**config.mk**
```make
export PLATFORM = sky130hd
export DESIGN_NAME = fetch_unit
export DESIGN_NICKNAME = d
export VERILOG_FILES = /design/src/rtl/fetch_unit.sv
export SDC_FILE = /design/constraint.sdc
export NUM_CORES = 1
export LEC_CHECK = 0
export CORE_UTILIZATION = 30
export CTS_CLUSTER_DIAMETER = 200
export DETAILED_ROUTE_END_ITERATION = 16
export HOLD_SLACK_MARGIN = 0.06
export PLACE_DENSITY = 0.54
export SETUP_SLACK_MARGIN = 0.5
export SLEW_MARGIN = 10
export SYNTH_ARGS = -nofsm -noshare
export SYNTH_HDL_FRONTEND = slang
export SYNTH_SLANG_ARGS = --single-unit
```
**constraint.sdc**
```tcl
create_clock -name clk -period 5.9 [get_ports clk]
set_input_delay 0.885 -clock clk [delete_from_list [all_inputs] [get_ports clk]]
set_output_delay 0.885 -clock clk [all_outputs]
set_load 0.01 [all_outputs]
```
**src/rtl/fetch_unit.sv**
```systemverilog
// Instruction fetch sequencer: owns the fetch PC, reads instruction memory and
// buffers {pc, instr, fault} in a small prefetch FIFO drained by decode.
module fetch_unit #(
    parameter logic [31:0] RESET_PC   = 32'h0000_0000,
    parameter int          FIFO_DEPTH = 2,
    parameter logic [31:0] IMEM_WORDS = 32'd255
) (
    input  logic        clk,
    input  logic        rst,
    output logic [31:0] imem_addr,
    input  logic [31:0] imem_data,
    input  logic        redirect_valid,
    input  logic [31:0] redirect_pc,
    output logic        out_valid,
    input  logic        out_ready,
    output logic [31:0] out_instr,
    output logic [31:0] out_pc,
    output logic        out_fault
);

    localparam int PTR_W = $clog2(FIFO_DEPTH);
    localparam int CNT_W = PTR_W + 1;
    localparam logic [CNT_W-1:0] DEPTH_C = CNT_W'(FIFO_DEPTH);
    localparam logic [31:0] NOP_INSTR = 32'h0000_0013;

    logic [31:0]      fetch_pc_q, fetch_pc_d;
    logic [PTR_W-1:0] rd_ptr_q, rd_ptr_d;
    logic [PTR_W-1:0] wr_ptr_q, wr_ptr_d;
    logic [CNT_W-1:0] count_q, count_d;
    logic             fault_stop_q, fault_stop_d;

    logic [31:0]           pc_mem_q    [FIFO_DEPTH];
    logic [31:0]           instr_mem_q [FIFO_DEPTH];
    logic [FIFO_DEPTH-1:0] fault_mem_q;

    logic        in_range;
    logic        enq;
    logic        deq;
    logic [31:0] wr_instr;

    // Low address bits are dropped on redirect; kept here only to consume them.
    logic unused_redirect_lsb;
    assign unused_redirect_lsb = ^redirect_pc[1:0];

    assign imem_addr = fetch_pc_q;
    assign out_valid = (count_q != '0);
    assign out_pc    = pc_mem_q[rd_ptr_q];
    assign out_instr = instr_mem_q[rd_ptr_q];
    assign out_fault = fault_mem_q[rd_ptr_q];

    always_comb begin
        in_range     = ({2'b00, fetch_pc_q[31:2]} < IMEM_WORDS);
        deq          = out_valid && out_ready;
        enq          = !redirect_valid && !fault_stop_q && ((count_q < DEPTH_C) || deq);
        wr_instr     = in_range ? imem_data : NOP_INSTR;
        fetch_pc_d   = fetch_pc_q;
        rd_ptr_d     = rd_ptr_q;
        wr_ptr_d     = wr_ptr_q;
        count_d      = count_q;
        fault_stop_d = fault_stop_q;

        if (redirect_valid) begin
            fetch_pc_d   = {redirect_pc[31:2], 2'b00};
            rd_ptr_d     = '0;
            wr_ptr_d     = '0;
            count_d      = '0;
            fault_stop_d = 1'b0;
        end else begin
            if (enq) begin
                fetch_pc_d = fetch_pc_q + 32'd4;
                wr_ptr_d   = wr_ptr_q + PTR_W'(1);
                if (!in_range) begin
                    fault_stop_d = 1'b1;
                end
            end
            if (deq) begin
                rd_ptr_d = rd_ptr_q + PTR_W'(1);
            end
            if (enq && !deq) begin
                count_d = count_q + CNT_W'(1);
            end else if (!enq && deq) begin
                count_d = count_q - CNT_W'(1);
            end
        end
    end

    always_ff @(posedge clk) begin
        if (rst) begin
            fetch_pc_q   <= RESET_PC;
            rd_ptr_q     <= '0;
            wr_ptr_q     <= '0;
            count_q      <= '0;
            fault_stop_q <= 1'b0;
            fault_mem_q  <= '0;
            for (int i = 0; i < FIFO_DEPTH; i++) begin
                pc_mem_q[i]    <= '0;
                instr_mem_q[i] <= '0;
            end
        end else begin
            fetch_pc_q   <= fetch_pc_d;
            rd_ptr_q     <= rd_ptr_d;
            wr_ptr_q     <= wr_ptr_d;
            count_q      <= count_d;
            fault_stop_q <= fault_stop_d;
            // A full FIFO may be written while its head leaves in the same cycle.
            if (enq) begin
                pc_mem_q[wr_ptr_q]    <= fetch_pc_q;
                instr_mem_q[wr_ptr_q] <= wr_instr;
                fault_mem_q[wr_ptr_q] <= !in_range;
            end
        end
    end

endmodule

```
# --- Word level (Yosys, flattened, before mapping) ---
# Memories as Yosys holds them, arrays and structs flattened. A register that Yosys moved wholly into a read port is not among the register bits.
# Index checks and enable logic that the tools add are counted.
word_totals:
  register_bits: 39
  elab_cells: 64
  out_inout_bits: 98
  romBits: 0
  latch_bits: 0
  in_bits: 68
  n_memories: 2
  ramBits: 128
mem_list:
  columns: ["memory", "words", "word_bits", "rd", "rd_ports_with_merged_regs", "write_ports", "line", "text"]
  rows:
  - ["instr_mem_q", 2, 32, 1, 1, 2, "33", "logic [31:0] instr_mem_q [FIFO_DEPTH];"]
  - ["pc_mem_q", 2, 32, 1, 1, 2, "32", "logic [31:0] pc_mem_q [FIFO_DEPTH];"]
classes:
  n_shift: 0
  n_mux: 25
  n_bitwise: 1
  n_eq_ne: 0
  div: 0
  multipliers: 0
  addsub: 5
  order_cmp: 5
  reduce_logical: 19
ops:
  columns: ["cell", "n"]
  rows:
  - ["$mux W32", 5]
  - ["$reduce_or A32 Y1", 2]
  - ["$add A32 B3 Y32 const B", 1]
  - ["$lt A30 B8 Y1 const B", 1]
  - ["$mux W1", 16]
  - ["$logic_and A1 B1 Y1", 6]
  - ["$reduce_bool A2 Y1", 3]
  - ["$logic_not A1 Y1", 5]
  - ["$lt A1 B2 Y1 const B", 2]
  - ["$mux W2", 2]
  - ["$add A1 B1 Y1 const B", 2]
  - ["$add A2 B1 Y2 const B", 1]
  - ["$bwmux W2", 1]
  - ["$lt A2 B2 Y1 const B", 1]
  - ["$reduce_and A2 Y1", 1]
  - ["$reduce_or A2 Y1", 1]
  - ["$sub A2 B1 Y2 const B", 1]
  - ["$demux W1 S1", 1]
  - ["$ge A1 B1 Y1 const B", 1]
  - ["$logic_or A1 B1 Y1", 1]
  - ["$not A1 Y1", 1]

# --- Longest topological paths before layout ---
logic_depth:
  word_depth: 9
  ltp_mapped: 8
  depth_no_buf: 6

# --- Worst setup path before layout ---
# No wires, ideal clock.
synth_timing:
  path_kind: "input to register"
  startpoint: "input out_ready"
  endpoint: "memory instr_mem_q[1][0], enable pin"
  required_ns: 5.470
  arrival_time_ns: 3.083
  setup_ns: 0.430
  path_slack_ns: 2.387
  path_buffers: 2
  cell_stages: 6
  path_cell_list: "nor2b_1 buf_2 buf_2 nor3_1 nand2_1 nand2b_1"
synth_lines:
  columns: ["element", "line", "text"]
  rows:
  - ["from (decl)", "15", "input logic out_ready,"]
  - ["to (decl)", "33", null]

==> flow_summary.ini <==
[clocking]
cts_buffer_depth = 2
cts_hold_buf = 0
clk-insertion-delay-late_ps = 420
cts.sinks = 162
clk_pin_slew_ps = 70
cts_resized = 0
postCtsSetupRepairBufs = 0
cts_tree = built
cts-buffers-inserted = 17
cts_max_level = 4
root_buffer = clkbuf_16

[finish]
nFillCells = 2341
final_core_util_pct = 40.6
area_delta_synth_final_pct = 32.4
antenna_cells = 0
instances_no_fill = 1078
layout-drive-gt1-share_pct = 15.0
fin_nets = 811

[placement]
globalplace.congestion = 0.770
dpl.hpwl_um = 12100
port_buffers = 159
dp.cells = 1046

[power_and_ir_drop]
internal-power_uw = 2090
p_seq_share_pct = 48.4
p_clk_share_pct = 39.4
combPwrFrac_pct = 12.2
ir_drop_v = 0.000200
cellLeakagePower_uw = 0.00360
power.density_nw_per_um2 = 282
swShare_pct = 25.1
power_switching_uw = 702

[worst_setup_path]
required_ps = 5020
end_kind = output port
rr_worst_depth = 6
path_class = register to output port
start_kind = register
critPathMaxFanout = 50
cp.arrival_ps = 2590

[grt]
grt_use_total_pct = 14.8
grt_max_degree = 63
grt_pass1_vias = 5158
antenna_found_initial = 0
grt_pass1_wl_um = 28900
grt_overflow = 0

[timing]
max_freq_mhz = 288
setup_viol = 0
fin_setup_tns_ps = 0
hold_viol_final = 0
period_minus_slack_ps = 3470
worstMarginPinSlew_ps = 1090
relSlewSlack_pct = 27.5
drv_slew = 0
rsz0062_at_grt = no
finalHoldWorstSlack_ps = 509
finalCritPeriodShare_pct = 58.8
fin_skew_ps = 12.4

[routing]
wl_um = 18500
via_per_inst = 4.63
drc = 0
firstDrtPassIters = 4
ant_nets = 0
drt_iter0_markers = 464
wl_per_cell_um = 17.2
dr_total_vias = 4988

[floorplan]
dieHeight_um = 160
floorplan.initialDensity_pct = 30.6
dieArea_sq_um = 25600
ios = 166
placementRows = 57
die_w_um = 160
core-area_sq_um = 24400

[yosys]
netlist_area_sq_um = 7470
synth_top_flop_cell = edfxtp_1
synth_xor_area_share_pct = 3.75
synth_edf_count = 124
synth.avg_cell_area_sq_um = 12.5
synth-simple-area-share_pct = 19.6
ys_seq_elements = 162
synth_compound_area_share_pct = 3.20
synth.distinct_cells = 43
synth-seq-area-share_pct = 60.0
synth_warnings = 0
synth_top_area_share_pct = 49.8
synthAdderAreaFrac_pct = 0.335
synthArstFlopShare_pct = 0
synthCells = 598
synth.area.top_cells = edfxtp_1 50%, dfxtp_1 10%, and2_1 10%
synth_top_area_cell = edfxtp_1
synthMuxAreaShare_pct = 9.89
synth_top_family_by_area = simple AND/OR/NAND/NOR gates

[worst_hold_path]
holdPathStages = 2
hold_class = register to register

[run]
drv_cap = 0

[status]
status = finished clean
==> registers in the layout, summed over array words and instances, names as in the netlist, named ones only <==
| register | count |
|---|---|
| fault_stop_q | 1 |
| pc_mem_q | 60 |
| imem_addr | 30 |
| count_q | 2 |
| rd_ptr_q | 1 |
| fault_mem_q | 2 |
| wr_ptr_q | 1 |
| instr_mem_q | 64 |
==> worst paths after layout <==
check,slack (ps),end,start
setup reg to reg,3050,instr_mem_q[1][23]$_SDFFCE_PN0P_,count_q[1]$_SDFFE_PP0P_
setup / recovery,2430,out_instr[25],register
hold / removal,510,fault_mem_q[0]$_SDFFE_PP0P_,fault_mem_q[0]$_SDFFE_PP0P_
hold reg to reg,510,fault_mem_q[0]$_SDFFE_PP0P_,fault_mem_q[0]$_SDFFE_PP0P_
==> kinds of logic (layout without fill, tap and decap cells) <==
family                   Yosys count  after routing
AND/OR/NAND/NOR                  256            256
flip-flops                       162            162
multiplexers                      66             66
buffers and inverters             44            197
AO/OA/AOI/OAI                     35             35
XOR/XNOR                          32             32
adder cells (fa/ha/maj)            2              2
other                              1              4
==> area by class of cell <==
class / count / area (sq um) / area share [%]
sequential: 162 / 4490 / 45.3
multi-input combinational: 395 / 2780 / 28.1
timing repair buffer: 164 / 1630 / 16.5
clock buffer: 17 / 425 / 4.30
tap: 324 / 405 / 4.10
clock inverter: 15 / 161 / 1.63
inverter: 1 / 3.75 / 0.0379
==> cell usage after synthesis, types with 2 or more instances <==
library cell  instances
nand4_1              16
and2_1              119
or2_2                 2
a21oi_1               7
nand3_1              10
edfxtp_1            124
nor4b_1               2
a211oi_1             20
buf_2                 3
nand2_1              23
xor2_1               30
mux2i_1               3
clkbuf_2              4
nor2_1               49
mux2_2               63
dfxtp_1              38
or3_1                 2
buf_6                 5
a311oi_1              2
and3_1                4
clkbuf_1             25
nor4_1               10
nor4_4                2
xnor2_1               2
o21ai_0               4
buf_4                 5
nor3_1                7
ha_1                  2
==> metrics by stage <==
| stage | instance area (sq um) | total power, uW | setup slack (ps) |
|---|---|---|---|
| CTS | 9890 | 2830 | 2340 |
| floorplan | 7490 | 1520 | 2390 |
| detailed placement | 9310 | 1720 | 2030 |
| global route | 9890 | 2900 | 2230 |
| finish | 9890 | 2790 | 2430 |
| global placement | 9310 | 1720 | 2090 |
==> placed cells by master (no fill, tap or decap), types with 3 or more instances in the layout <==
master,n
nand4_1,16
buf_4,5
inv_8,3
xor2_1,30
nor4_1,9
edfxtp_1,124
conb_1,4
o21ai_0,4
mux2_2,63
and3_1,4
clkbuf_16,17
and2_1,119
nand2_1,23
mux2i_1,3
inv_6,6
nor3_1,7
clkdlybuf4s50_1,159
nand3_1,10
a211oi_1,20
dfxtp_1,37
a21oi_1,7
nor2_1,49
==> power groups by stage <==
stage                     logic, uW  clock network (uW)  registers, uW
after floorplan                 158                   0           1360
after detailed placement        345                   0           1380
final                           341                1100           1350
after CTS                       348                1130           1350
after global routing            368                1170           1360
after global placement          343                   0           1370
==> critical path, cell delays in order (launching register included) <==
cell,delay (ps)
dfxtp_2,540
buf_4,640
mux2_2,410
clkdlybuf4s50_1,520
==> routing by layer <==
metal	vias to the layer above	wire, um	share of wire (%)	GRT usage [%]
li1	2413	-	-	-
met2	140	8880	48	24.7
met1	2417	8390	45	18.9
met3	18	996	5.4	3.40
met4	0	232	1.3	4.42
met5	-	0	0	0
(Power assumes the default switching activity.)
